<file path="config.mk">
export PLATFORM = sky130hd
export DESIGN_NAME = fifo_rd_stream
export DESIGN_NICKNAME = d
export VERILOG_FILES = /design/src/rtl/fifo_rd_stream.sv
export SDC_FILE = /design/constraint.sdc
export NUM_CORES = 1
export LEC_CHECK = 0
export ABC_AREA = 0
export ABC_CLOCK_PERIOD_IN_PS = 4700
export CORE_MARGIN = 2
export CORE_UTILIZATION = 55
export CTS_CLUSTER_SIZE = 16
export DETAILED_ROUTE_END_ITERATION = 10
export GPL_TIMING_DRIVEN = 1
export MAX_ROUTING_LAYER = met4
export PLACE_DENSITY_LB_ADDON = 0.3
export SETUP_SLACK_MARGIN = 0.4
export SYNTH_ARGS = -nofsm -noshare
export SYNTH_HDL_FRONTEND = slang
export SYNTH_SLANG_ARGS = --single-unit
</file>
<file path="constraint.sdc">
create_clock -name i_clk -period 4.7 [get_ports i_clk]
set_input_delay 0.705 -clock i_clk [delete_from_list [all_inputs] [get_ports i_clk]]
set_output_delay 0.705 -clock i_clk [all_outputs]
set_load 0.005 [all_outputs]
</file>
<file path="src/rtl/fifo_rd_stream.sv">
// Read-side front end for the synchronous FIFO: hides the one-cycle read latency and
// presents the words as a valid/ready stream through a 3-entry output buffer.
module fifo_rd_stream #(
  parameter int unsigned WIDTH = 8,
  parameter int unsigned CNT_W = 16
) (
  input  logic             i_clk,
  input  logic             i_rst,
  input  logic             i_rd_enable,
  input  logic             i_fifo_empty,
  input  logic [WIDTH-1:0] i_fifo_rd_data,
  output logic             o_fifo_rd_en,
  output logic             o_m_valid,
  input  logic             i_m_ready,
  output logic [WIDTH-1:0] o_m_data,
  output logic [1:0]       o_buf_level,
  output logic [CNT_W-1:0] o_word_cnt
);

  localparam int Depth = 3;

  logic [WIDTH-1:0] r_mem [Depth];
  logic [1:0]       r_head;
  logic [1:0]       r_tail;
  logic [1:0]       r_occ;
  logic             r_pend;
  logic [CNT_W-1:0] r_word_cnt;

  logic             w_xfer;
  logic [2:0]       w_committed;
  logic             w_credit;

  function automatic logic [1:0] ptr_inc(input logic [1:0] p);
    return (p == 2'd2) ? 2'd0 : p + 2'd1;
  endfunction

  // Credit counts the in-flight word, so a new read is issued only when its data is
  // guaranteed a free slot; m_ready is deliberately kept out of this path.
  always_comb begin
    w_committed = {1'b0, r_occ} + {2'b00, r_pend};
    w_credit    = (w_committed < 3'd3);
  end

  assign o_fifo_rd_en = i_rd_enable & ~i_fifo_empty & ~i_rst & w_credit;
  assign o_m_valid    = (r_occ != 2'd0);
  assign o_m_data     = r_mem[r_head];
  assign o_buf_level  = r_occ;
  assign o_word_cnt   = r_word_cnt;
  assign w_xfer       = o_m_valid & i_m_ready;

  always_ff @(posedge i_clk or posedge i_rst) begin
    if (i_rst) begin
      for (int i = 0; i < Depth; i++) begin
        r_mem[i] <= '0;
      end
      r_head     <= 2'd0;
      r_tail     <= 2'd0;
      r_occ      <= 2'd0;
      r_pend     <= 1'b0;
      r_word_cnt <= '0;
    end else begin
      r_pend <= o_fifo_rd_en;
      if (r_pend) begin
        r_mem[r_tail] <= i_fifo_rd_data;
        r_tail        <= ptr_inc(r_tail);
      end
      if (w_xfer) begin
        r_head     <= ptr_inc(r_head);
        r_word_cnt <= r_word_cnt + {{(CNT_W-1){1'b0}}, 1'b1};
      end
      case ({r_pend, w_xfer})
        2'b10:   r_occ <= r_occ + 2'd1;
        2'b01:   r_occ <= r_occ - 2'd1;
        default: r_occ <= r_occ;
      endcase
    end
  end

  a_no_capture_when_full : assert property (
    @(posedge i_clk) disable iff (i_rst) r_pend |-> (r_occ != 2'd3));

  a_no_read_when_empty : assert property (
    @(posedge i_clk) disable iff (i_rst) o_fifo_rd_en |-> !i_fifo_empty);

  a_hold_while_stalled : assert property (
    @(posedge i_clk) disable iff (i_rst)
    (o_m_valid && !i_m_ready) |=> (o_m_valid && $stable(o_m_data)));

endmodule
</file>
After elaboration in Yosys (flattened, before gate mapping)
Index checks and enable logic that the tools add are counted.
{"block": "totals", "reg_bits": 47, "input_bits": 13, "output_inout_bits": 28, "word_cells": 42}
{"block": "op_classes", "add_sub_neg": 6, "magnitude_cmp": 4, "n_eq_ne": 4, "mux": 9, "n_bitwise": 8, "reduce_logical": 3}
{"cell": "$bwmux 24", "n": 1}
{"cell": "$mux 8", "n": 3}
{"cell": "$add 16x1->16 const B", "n": 1}
{"cell": "$bmux 8 s2", "n": 1}
{"cell": "$demux 8 s2", "n": 1}
{"cell": "$add 2x1->2 const B", "n": 3}
{"cell": "$eq 2x2->1 const B", "n": 3}
{"cell": "$ge 3x3->1 const B", "n": 2}
{"cell": "$not 2->3", "n": 2}
{"cell": "$and 1x1->1", "n": 4}
{"cell": "$mux 2", "n": 2}
{"cell": "$pmux 2 s2", "n": 1}
{"cell": "$reduce_bool 2->1", "n": 2}
{"cell": "$add 2x1->3", "n": 1}
{"cell": "$lt 3x1->1 const B", "n": 1}
{"cell": "$lt 3x2->1 const B", "n": 1}
{"cell": "$eq 2x1->1 const B", "n": 1}
{"cell": "$not 1->1", "n": 2}
{"cell": "$sub 2x1->2 const B", "n": 1}
{"cell": "$logic_and 1x1->1", "n": 1}

Depth between registers and ports, before layout
Gate-level depths: netlist of the first run.
{"block": "logic_depth", "ltp_word": 6, "depth_mapped": 6, "ltp_nobuf": 6}

Worst setup path before layout of the first run
OpenSTA, ideal clock, no wires.
{"block": "synth_path", "path_kind": "reg-to-output", "start": "reg r_occ[0] (netlist: o_buf_level[0])", "end": "out o_fifo_rd_en", "arrival_time_ps": 1615, "required_time_ps": 3995, "path_slack_ps": 2380, "stages_incl_launch_ff": 5, "n_path_buf": 0, "cell_sequence": "dfrtp_1 ha_1 ha_1 or4b_2 a21oi_1"}
{"block": "synth_via", "elab_chain_cells": 3}
{"element": "start, declared", "line_no": "25", "text": "logic [1:0] r_occ;"}
{"element": "start signal, assigned", "line_no": "72", "text": "2'b10: r_occ <= r_occ + 2'd1;"}
{"element": "start signal, assigned", "line_no": "73", "text": "2'b01: r_occ <= r_occ - 2'd1;"}
{"element": "start signal, assigned", "line_no": "74", "text": "default: r_occ <= r_occ;"}
{"element": "$add 2x1->3", "line_no": "40", "text": "w_committed = {1'b0, r_occ} + {2'b00, r_pend};"}
{"element": "$lt 3x2->1", "line_no": "41", "text": "w_credit = (w_committed < 3'd3);"}
{"element": "$and 1x1->1", "line_no": "44", "text": "assign o_fifo_rd_en = i_rd_enable & ~i_fifo_empty & ~i_rst & w_credit;"}
{"element": "end, declared", "line_no": "12", "text": "output logic o_fifo_rd_en,"}
No other way between the ends.

Worst setup path after layout of the first run
Same ends and word-level chain as after synthesis.

==> results_dict.tcl, run 1 <==
set metrics [dict create \
    outcome "finished clean" \
    ys_seq_area_frac 0.5599 \
    whs_path_depth 1 \
    yosysTopAreaCell "dfrtp_1" \
    required_ns 3.99 \
    regArea_mm2 0.001176 \
    synthArstFlopShare 1.000 \
    via_count 1406 \
    p_per_area_mw_per_mm2 578.1 \
    cts_hold_buf 0 \
    wl_mm 3.897 \
    drv_slew 0 \
    antennaDiodeCount 0 \
    switching_share 0.3206 \
    cts_buffers 5 \
    port-buffer-count 40 \
    p_switching_mw 0.4881 \
    cp_slowest_cell "or4b_2" \
    dieArea_mm2 0.004330 \
    r2r.worst_path.cells 4 \
    synth_top_area_share 0.5599 \
    nNetsFinal 230 \
    skew_ns 0.007114 \
    rows 22 \
    syn_to_final_growth_pct 25.37 \
    ant_nets 0 \
    worstPathMaxFanout 6 \
    vdd_drop_max_uv 306.8 \
    cp_cell_sequence "ha_1 > ha_1 > or4b_2 > a21oi_1 > clkdlybuf4s50_1" \
    syn_nets 186 \
    design_area_mm2 0.002634 \
    min_period_ns 3.248 \
    postCtsSetupRepairBufs 0 \
    hold_start "o_word_cnt[15]" \
    cts.clk_slew.worst_paths_ns 0.08 \
    drv_cap 0 \
    grt_use_total 0.2156 \
    synth_edf_count 0 \
    tightest_slew_ns 0.7241 \
    p_clk_frac 0.150 \
    cts_resized 0 \
    utilization 0.7194 \
    yosys.cell_count.top_type "dfrtp_1" \
    initial_utilization 0.5738 \
    gp_congestion 0.7331 \
    fmax_ghz 0.3078 \
    cp-end-kind "output port" \
    die_h_um 65.80 \
    drtIter0Drc 71 \
    synthCells 169 \
    rr_endpoint "r_pend" \
    grt_max_degree 48 \
    r2r_slack_ns 2.89 \
    p_leak_nw 1.142 \
    synth_commonest_cells "dfrtp_1 (47), mux2_2 (23), nand2_1 (23)" \
    cts_buffer_depth 2 \
    setup_tns_ns 0 \
    crit_top_cell "ha_1" \
    dpl_cell_area_mm2 0.002551 \
    drc_errors 0 \
    cp_slowest_stage_delay_ns 0.61 \
    tritoncts "built" \
    hold_path.class "reg2reg" \
    rsz0062_at_grt "false" \
    clock_sinks 47 \
    synthTopCellsByArea "dfrtp_1 (56%), mux2_2 (12%), xnor2_1 (5.4%)" \
    synth_ff_type "dfrtp_1" \
    clkLatencyLatePin_ns 0.30 \
    wl_per_cell_um 14.93 \
    grt_pass1_vias 1523 \
    syn-cell-area_mm2 0.002101 \
    grt_first_pass_wirelength_mm 6.782 \
    avgSynthCellArea_um2 12.43 \
    antenna_found_initial 0 \
    ioPinCount 41 \
    die_w_um 65.80 \
    pwr-share-comb 0.379 \
    yosys_warnings 0 \
    critPathKind "reg2out" \
    period_share 0.6911 \
    fillers 256 \
    hold_end "o_word_cnt[15]" \
    p_int_mw 1.034 \
    hold_violations 0 \
    synth_cell_types 30 \
    regToRegStartpoint "o_buf_level[0]" \
    hpwlAfterDp_mm 2.805 \
    htreeDepth 2 \
    coreArea_mm2 0.003661 \
    drive_above_1_share 0.1784 \
    cp-start-kind "register" \
    first_pass_iters 4 \
    cts_root_buf "clkbuf_8" \
    slew_headroom 0.5163 \
    setup_violations 0 \
    viasPerCell 5.387 \
    ys_seq_elements 47 \
    grt_overflow_total 0 \
    worstPathArrival_ns 2.54 \
    p_seq_frac 0.471 \
    multiInputGateArea_um2 888.4 \
]
-- sequential cells by signal, summed over array words and instances (netlist names) --
name	cells
o_buf_level	2
r_pend	1
r_tail	2
o_word_cnt	16
r_mem	24
r_head	2
-- how the worst max path moves through the flow --
stage,start,to,slack [ns],cells after the start
2_1_floorplan,o_buf_level[0],o_fifo_rd_en,2.38,4
3_3_place_gp,i_rst,o_fifo_rd_en,1.56,4
3_5_place_dp,i_rst,o_fifo_rd_en,1.48,4
4_1_cts,o_buf_level[0],o_fifo_rd_en,1.42,5
5_1_grt,o_buf_level[0],o_fifo_rd_en,1.35,5
6_report,o_buf_level[0],o_fifo_rd_en,1.45,5
-- power by group through the flow --
stage | clock network [mW] | registers, mW | logic (mW)
finish | 0.228 | 0.717 | 0.577
global route | 0.252 | 0.740 | 0.639
CTS | 0.235 | 0.717 | 0.588
detailed placement | 0 | 0.724 | 0.583
global placement | 0 | 0.708 | 0.563
floorplan | 0 | 0.666 | 0.346
-- cell usage in the layout, fill, tap and decap left out, drive strengths merged, types with 5 or more instances in the layout --
master / Yosys / routed
clkbuf: 2 / 5
clkdlybuf4s50: 0 / 40
dfrtp: 47 / 47
mux2: 24 / 24
mux2i: 8 / 8
nand2: 23 / 23
nand3: 5 / 5
o21ai: 10 / 10
xnor2: 13 / 13
xor2: 5 / 5
-- layer usage --
metal | track usage | share of wire
met3 | 0.05281 | 0.036
met2 | 0.3649 | 0.55
met4 | 0.09635 | 0.023
met5 | - | 0
met1 | 0.2420 | 0.39
-- kinds of logic (layout without fill, tap and decap cells) --
group | Yosys count | after routing | share of synthesized area
DFF | 47 | 47 | 0.5599
and+or+nand+nor | 46 | 46 | 0.1179
muxes | 32 | 32 | 0.1668
xor gates and xnor gates | 18 | 18 | 0.07504
AOI/OAI and AO/OA | 13 | 13 | 0.03931
buffers and inverters | 9 | 53 | 0.01727
adders and majority gates | 4 | 4 | 0.02382
-- per-stage QoR --
step	std cells	total power, mW	worst slack [ns]	hold WS (ns)
6_report	261	1.523	1.452	0.4807
4_1_cts	261	1.540	1.424	0.4826
5_1_grt	261	1.631	1.352	0.5028
3_5_place_dp	254	1.307	1.483	0.4664
3_3_place_gp	254	1.271	1.555	0.4614
2_1_floorplan	169	1.012	2.380	0.4640
-- critical path: cells and delay by family (launching register included) --
kind                       cells  cell delay (ns)
and+or+nand+nor                1             0.61
buffers and inverters          1             0.53
DFF                            1             0.49
adders and majority gates      2             0.45
AOI/OAI and AO/OA              1             0.18
-- final cells by class --
class / count / share of cell area
Clock inverter: 2 / 0.005226
Clock buffer: 5 / 0.02613
Multi-Input combinational cell: 113 / 0.3373
Timing Repair Buffer: 41 / 0.1549
Sequential cell: 47 / 0.4466
Inverter: 5 / 0.007126
Tap cell: 48 / 0.02280
No activity file was read; power rests on OpenSTA's default activity.
==> inputs of run 2 (changes only) <==
--- a/config.mk
+++ b/config.mk
@@ -6,9 +6,9 @@
 export NUM_CORES = 1
 export LEC_CHECK = 0
 export ABC_AREA = 0
-export ABC_CLOCK_PERIOD_IN_PS = 4700
+export ABC_CLOCK_PERIOD_IN_PS = 2750
 export CORE_MARGIN = 2
-export CORE_UTILIZATION = 55
+export CORE_UTILIZATION = 46
 export CTS_CLUSTER_SIZE = 16
 export DETAILED_ROUTE_END_ITERATION = 10
 export GPL_TIMING_DRIVEN = 1
==> constraint.sdc (replaced) <==
create_clock -name i_clk -period 2.75 [get_ports i_clk]
set_input_delay 0.4125 -clock i_clk [delete_from_list [all_inputs] [get_ports i_clk]]
set_output_delay 0.4125 -clock i_clk [all_outputs]
set_load 0.005 [all_outputs]
==> run 2 against run 1 <==
  * Global-route usage is 0.81 points lower
  * Clock power up 76%
  * Hold slack lost 0.0017 ns
  * Register-to-register slack worse by 2.7 ns
  * Die area grew 18%
  * Largest cell class unchanged
  * Total power increased by 81%
  * Sequential power up 69%
  * Via count increased by 4.7%
  * Clock skew down 0.0033 ns
  * Wire length rose by 15%
  * Clock-buffer cell count rose by 2
  * Sequential cell count stayed put
==> results_dict.tcl, run 2 (synthesized netlist as in run 1, its figures left out) <==
set metrics [dict create \
    cp-end-kind "register" \
    antenna_found_initial 0 \
    rows 24 \
    viasPerCell 5.165 \
    tightest_slew_ns 0.9827 \
    clkLatencyLatePin_ns 0.30 \
    tritoncts "built" \
    required_ns 3.00 \
    via_count 1472 \
    slew_headroom 0.3408 \
    power_mw 2.762 \
    layout_commonest_cell "dfrtp_1" \
    wl_per_cell_um 15.73 \
    wl_mm 4.483 \
    grt_pass1_vias 1578 \
    drive_above_1_share 0.2661 \
    utilization 0.6515 \
    cts_hold_buf 0 \
    dp_cells 262 \
    clock_sinks 47 \
    min_period_ns 2.552 \
    rsz0062_at_grt "true" \
    vdd_drop_max_uv 531.5 \
    fillers 317 \
    ant_nets 0 \
    skew_ns 0.003822 \
    crit_top_cell "buf_6" \
    p_leak_nw 1.249 \
    p_per_area_mw_per_mm2 967.1 \
    die_h_um 71.58 \
    cpLargestDelayFamily "buffers and inverters" \
    period_share 0.9280 \
    cts_root_buf "clkbuf_8" \
    finalNonFillerCells 285 \
    drv_slew 0 \
    port-buffer-count 40 \
    hold_path.class "reg2reg" \
    setup_violations 0 \
    htreeDepth 2 \
    regMostFlops "r_mem" \
    antennaDiodeCount 0 \
    grt_first_pass_wirelength_mm 7.803 \
    grt_overflow_total 0 \
    drc_errors 0 \
    syn_to_final_growth_pct 35.97 \
    drtIter0Drc 55 \
    worstPathMaxFanout 2 \
    drv_cap 0 \
    outcome "finished clean" \
    first_pass_iters 4 \
    cp_slowest_stage_delay_ns 0.50 \
    whs_ns 0.4790 \
    ioPinCount 41 \
    path_buf_inv 13 \
    grt_use_total 0.2075 \
    dieArea_mm2 0.005124 \
    nNetsFinal 249 \
    hpwlAfterDp_mm 2.950 \
    cp-start-kind "register" \
    critPathKind "reg2reg" \
    grt_max_degree 28 \
    cts_buffer_depth 2 \
    cp_slowest_cell "or4b_4" \
    cts_buffers 5 \
    coreArea_mm2 0.004384 \
    cp_cell_sequence "ha_2 > ha_4 > or4b_4 > a21oi_4 > buf_6 > buf_6 > buf_6 > buf_6 > buf_6 > buf_6 > buf_6 > buf_6 > buf_6 > buf_6 > buf_6 > buf_6 > buf_6" \
    fmax_ghz 0.3919 \
    final_cell_mix "dfrtp_1 (45), clkdlybuf4s50_1 (39), mux2_2 (23), nand2_1 (23)" \
    setup_tns_ns 0 \
    cts.clk_slew.worst_paths_ns 0.08 \
    worstPathArrival_ns 2.80 \
    gp_congestion 0.7731 \
    largest_register_ffs 24 \
    die_w_um 71.58 \
    initial_utilization 0.4792 \
    hold_violations 0 \
]
==> run 2: per-layer routing <==
metal  part of all wire  up-vias  global-route usage
met4              0.014        0             0.05660
li1                   -      705                   -
met1               0.40      718              0.2467
met3              0.041       11             0.04641
met2               0.54       38              0.3560
met5                  0        -                   -
==> run 2: worst paths after layout <==
| kind | start | to | slack [ns] | cells past startpoint |
|---|---|---|---|---|
| worst max-delay path | r_pend | r_pend | 0.20 | 17 |
| max in group asynchronous | i_rst | r_mem[12] | 1.56 | 3 |
| worst min register to register | o_word_cnt[15] | o_word_cnt[15] | 0.48 | 1 |
| worst max register to register | r_pend | r_pend | 0.20 | 17 |
| worst min-delay path | o_word_cnt[15] | o_word_cnt[15] | 0.48 | 1 |
| min in group asynchronous | i_rst | o_buf_level[1] | 0.55 | 2 |
==> run 2: cell type report <==
class                           instances  area, um2  area share
Inverter                                5      18.77    0.006570
Multi-Input combinational cell        113      918.4      0.3215
Sequential cell                        47       1179      0.4126
Tap cell                               52      65.06     0.02278
Clock buffer                            7      76.32     0.02672
Clock inverter                          1      5.005    0.001752
Timing Repair Buffer                   60      594.3      0.2081
==> run 2: report_power, final <==
group | switching, mW | internal, mW | leakage (nW)
Sequential | 0.242 | 0.964 | 0.582
Clock | 0.223 | 0.179 | 0.0422
Combinational | 0.434 | 0.721 | 0.625
==> run 2: what timing repair did <==
item                                    CTS  global route
setup buffers                            14             1
resized for setup                        19             6
pin swaps                                 2             1
gates cloned                              0             0
endpoints found under the setup margin    3             5
==> run 2: through the flow <==
step,worst slack [ns],instance area [um2]
6_report,0.1981,2856
5_1_grt,0.1273,2856
4_1_cts,0.2700,2840
3_5_place_dp,0.1390,2586
3_3_place_gp,0.1857,2586
2_1_floorplan,0.7224,2101
==> inputs of run 3 (changes only) <==
--- a/config.mk
+++ b/config.mk
@@ -13,7 +13,7 @@
 export DETAILED_ROUTE_END_ITERATION = 10
 export GPL_TIMING_DRIVEN = 1
 export MAX_ROUTING_LAYER = met4
-export PLACE_DENSITY_LB_ADDON = 0.3
+export PLACE_DENSITY_LB_ADDON = 0.1
 export SETUP_SLACK_MARGIN = 0.4
 export SYNTH_ARGS = -nofsm -noshare
 export SYNTH_HDL_FRONTEND = slang
==> run 3 against run 2 <==
  * Utilization is 4.2 points lower
  * Clock power is 9.0% lower
  * Hold slack worse by 0.0029 ns
  * Largest cell class unchanged
==> results_dict.tcl, run 3 (synthesized netlist as in run 1, its figures left out) <==
set metrics [dict create \
    gp_congestion 0.7939 \
    required_ns 2.34 \
    min_period_ns 2.224 \
    worstPathMaxFanout 2 \
    via_count 1389 \
    clock_sinks 47 \
    regToRegStartpoint "o_buf_level[0]" \
    hold_start "o_word_cnt[15]" \
    coreArea_mm2 0.004384 \
    setup_violations 0 \
    slew_headroom 0.6123 \
    cp-end-kind "output port" \
    rsz0062_at_grt "false" \
    dieArea_mm2 0.005124 \
    utilization 0.6093 \
    initial_utilization 0.4792 \
    antennaDiodeCount 0 \
    r2r_slack_ns 1.04 \
    cp-start-kind "register" \
    r2r.worst_path.cells 6 \
    ioPinCount 41 \
    p_leak_nw 1.165 \
    grt_overflow_total 0 \
    grt_first_pass_wirelength_mm 6.486 \
    tightest_slew_ns 0.5816 \
    period_share 0.8086 \
    rows 24 \
    drv_slew 0 \
    vdd_drop_max_uv 466.1 \
    layout_commonest_cell "dfrtp_1" \
    critPathKind "reg2out" \
    wl_mm 3.929 \
    drive_above_1_share 0.2120 \
    hold_violations 0 \
    die_h_um 71.58 \
    largest_register_ffs 24 \
    tritoncts "built" \
    nNetsFinal 235 \
    rr_endpoint "o_buf_level[1]" \
    fmax_ghz 0.4497 \
    htreeDepth 2 \
    worstPathArrival_ns 1.81 \
    drtIter0Drc 28 \
    p_per_area_mw_per_mm2 986.8 \
    whs_path_depth 1 \
    viasPerCell 5.164 \
    power_mw 2.636 \
    wl_per_cell_um 14.61 \
    first_pass_iters 4 \
    die_w_um 71.58 \
    hold_end "o_word_cnt[15]" \
    hold_path.class "reg2reg" \
    grt_pass1_vias 1362 \
    cts_buffers 5 \
    clkLatencyLatePin_ns 0.29 \
    drv_cap 0 \
    regMostFlops "r_mem" \
    antenna_found_initial 0 \
    cts.clk_slew.worst_paths_ns 0.08 \
    grt_max_degree 48 \
    outcome "finished clean" \
    final_cell_mix "dfrtp_1 (45), clkdlybuf4s50_1 (39), mux2_2 (23), nand2_1 (23), xnor2_1 (13)" \
    port-buffer-count 40 \
    cts_root_buf "clkbuf_8" \
    cts_buffer_depth 2 \
    hpwlAfterDp_mm 2.737 \
    syn_to_final_growth_pct 27.16 \
    skew_ns 0.005115 \
    grt_use_total 0.1709 \
    cts_hold_buf 0 \
    drc_errors 0 \
    setup_tns_ns 0 \
    ant_nets 0 \
]
## run 3: changes by cell type in the layout (fill, tap and decap cells not counted), sizes merged
| cell | change |
|---|---|
| buf | -13 |
| clkbuf | -2 |
| clkinv | -2 |
| inv | +1 |
## run 3: area by class of cell
type / instances / area, um2
sequential: 47 / 1179
inverter: 5 / 18.77
timing repair buffer: 46 / 440.4
multi-input combinational: 113 / 895.9
tap: 52 / 65.06
clock buffer: 6 / 72.57
fill: 345 / 1713
## run 3: layer usage
| metal | track usage | vias up | part of all wire |
|---|---|---|---|
| met2 | 0.2829 | 31 | 0.50 |
| li1 | - | 677 | - |
| met3 | 0.04782 | 5 | 0.039 |
| met4 | 0.05241 | 0 | 0.0089 |
| met5 | - | - | 0 |
| met1 | 0.2037 | 676 | 0.45 |
## run 3: stage by stage
step           cells  hold WS [ns]  instance area, um2  worst slack, ns
2_1_floorplan    169        0.4640                2101           0.7224
3_3_place_gp     262        0.4625                2586           0.1756
3_5_place_dp     262        0.4661                2586           0.1570
4_1_cts          269        0.4801                2670           0.4003
5_1_grt          269        0.5186                2671           0.4085
6_report         269        0.4761                2671           0.5265
## run 3: report_power, final
group          leakage [nW]  internal (mW)  switching (mW)
Sequential            0.582          0.964           0.227
Clock                0.0371          0.169           0.196
Combinational         0.545          0.677           0.402
## run 3: how the worst max path moves through the flow
stage                               to  slack [ns]           start
after CTS                  o_m_data[3]        0.40       r_head[1]
final                     o_fifo_rd_en        0.53          r_pend
after detailed placement  o_fifo_rd_en        0.16           i_rst
after global placement    o_fifo_rd_en        0.18           i_rst
after floorplan           o_fifo_rd_en        0.72  o_buf_level[0]
after global routing       o_m_data[3]        0.41       r_head[0]
## run 3: what timing repair did
item,CTS,global route
setup buffers,1,0
pin swaps,0,0
resized for setup,7,2
endpoints found under the setup margin,2,2
## run 3: critical path, cell delays in order, from the launching register on
cell	delay [ns]
dfrtp_1	0.40
ha_1	0.19
ha_1	0.18
or4b_4	0.49
a21oi_2	0.14
buf_2	0.13
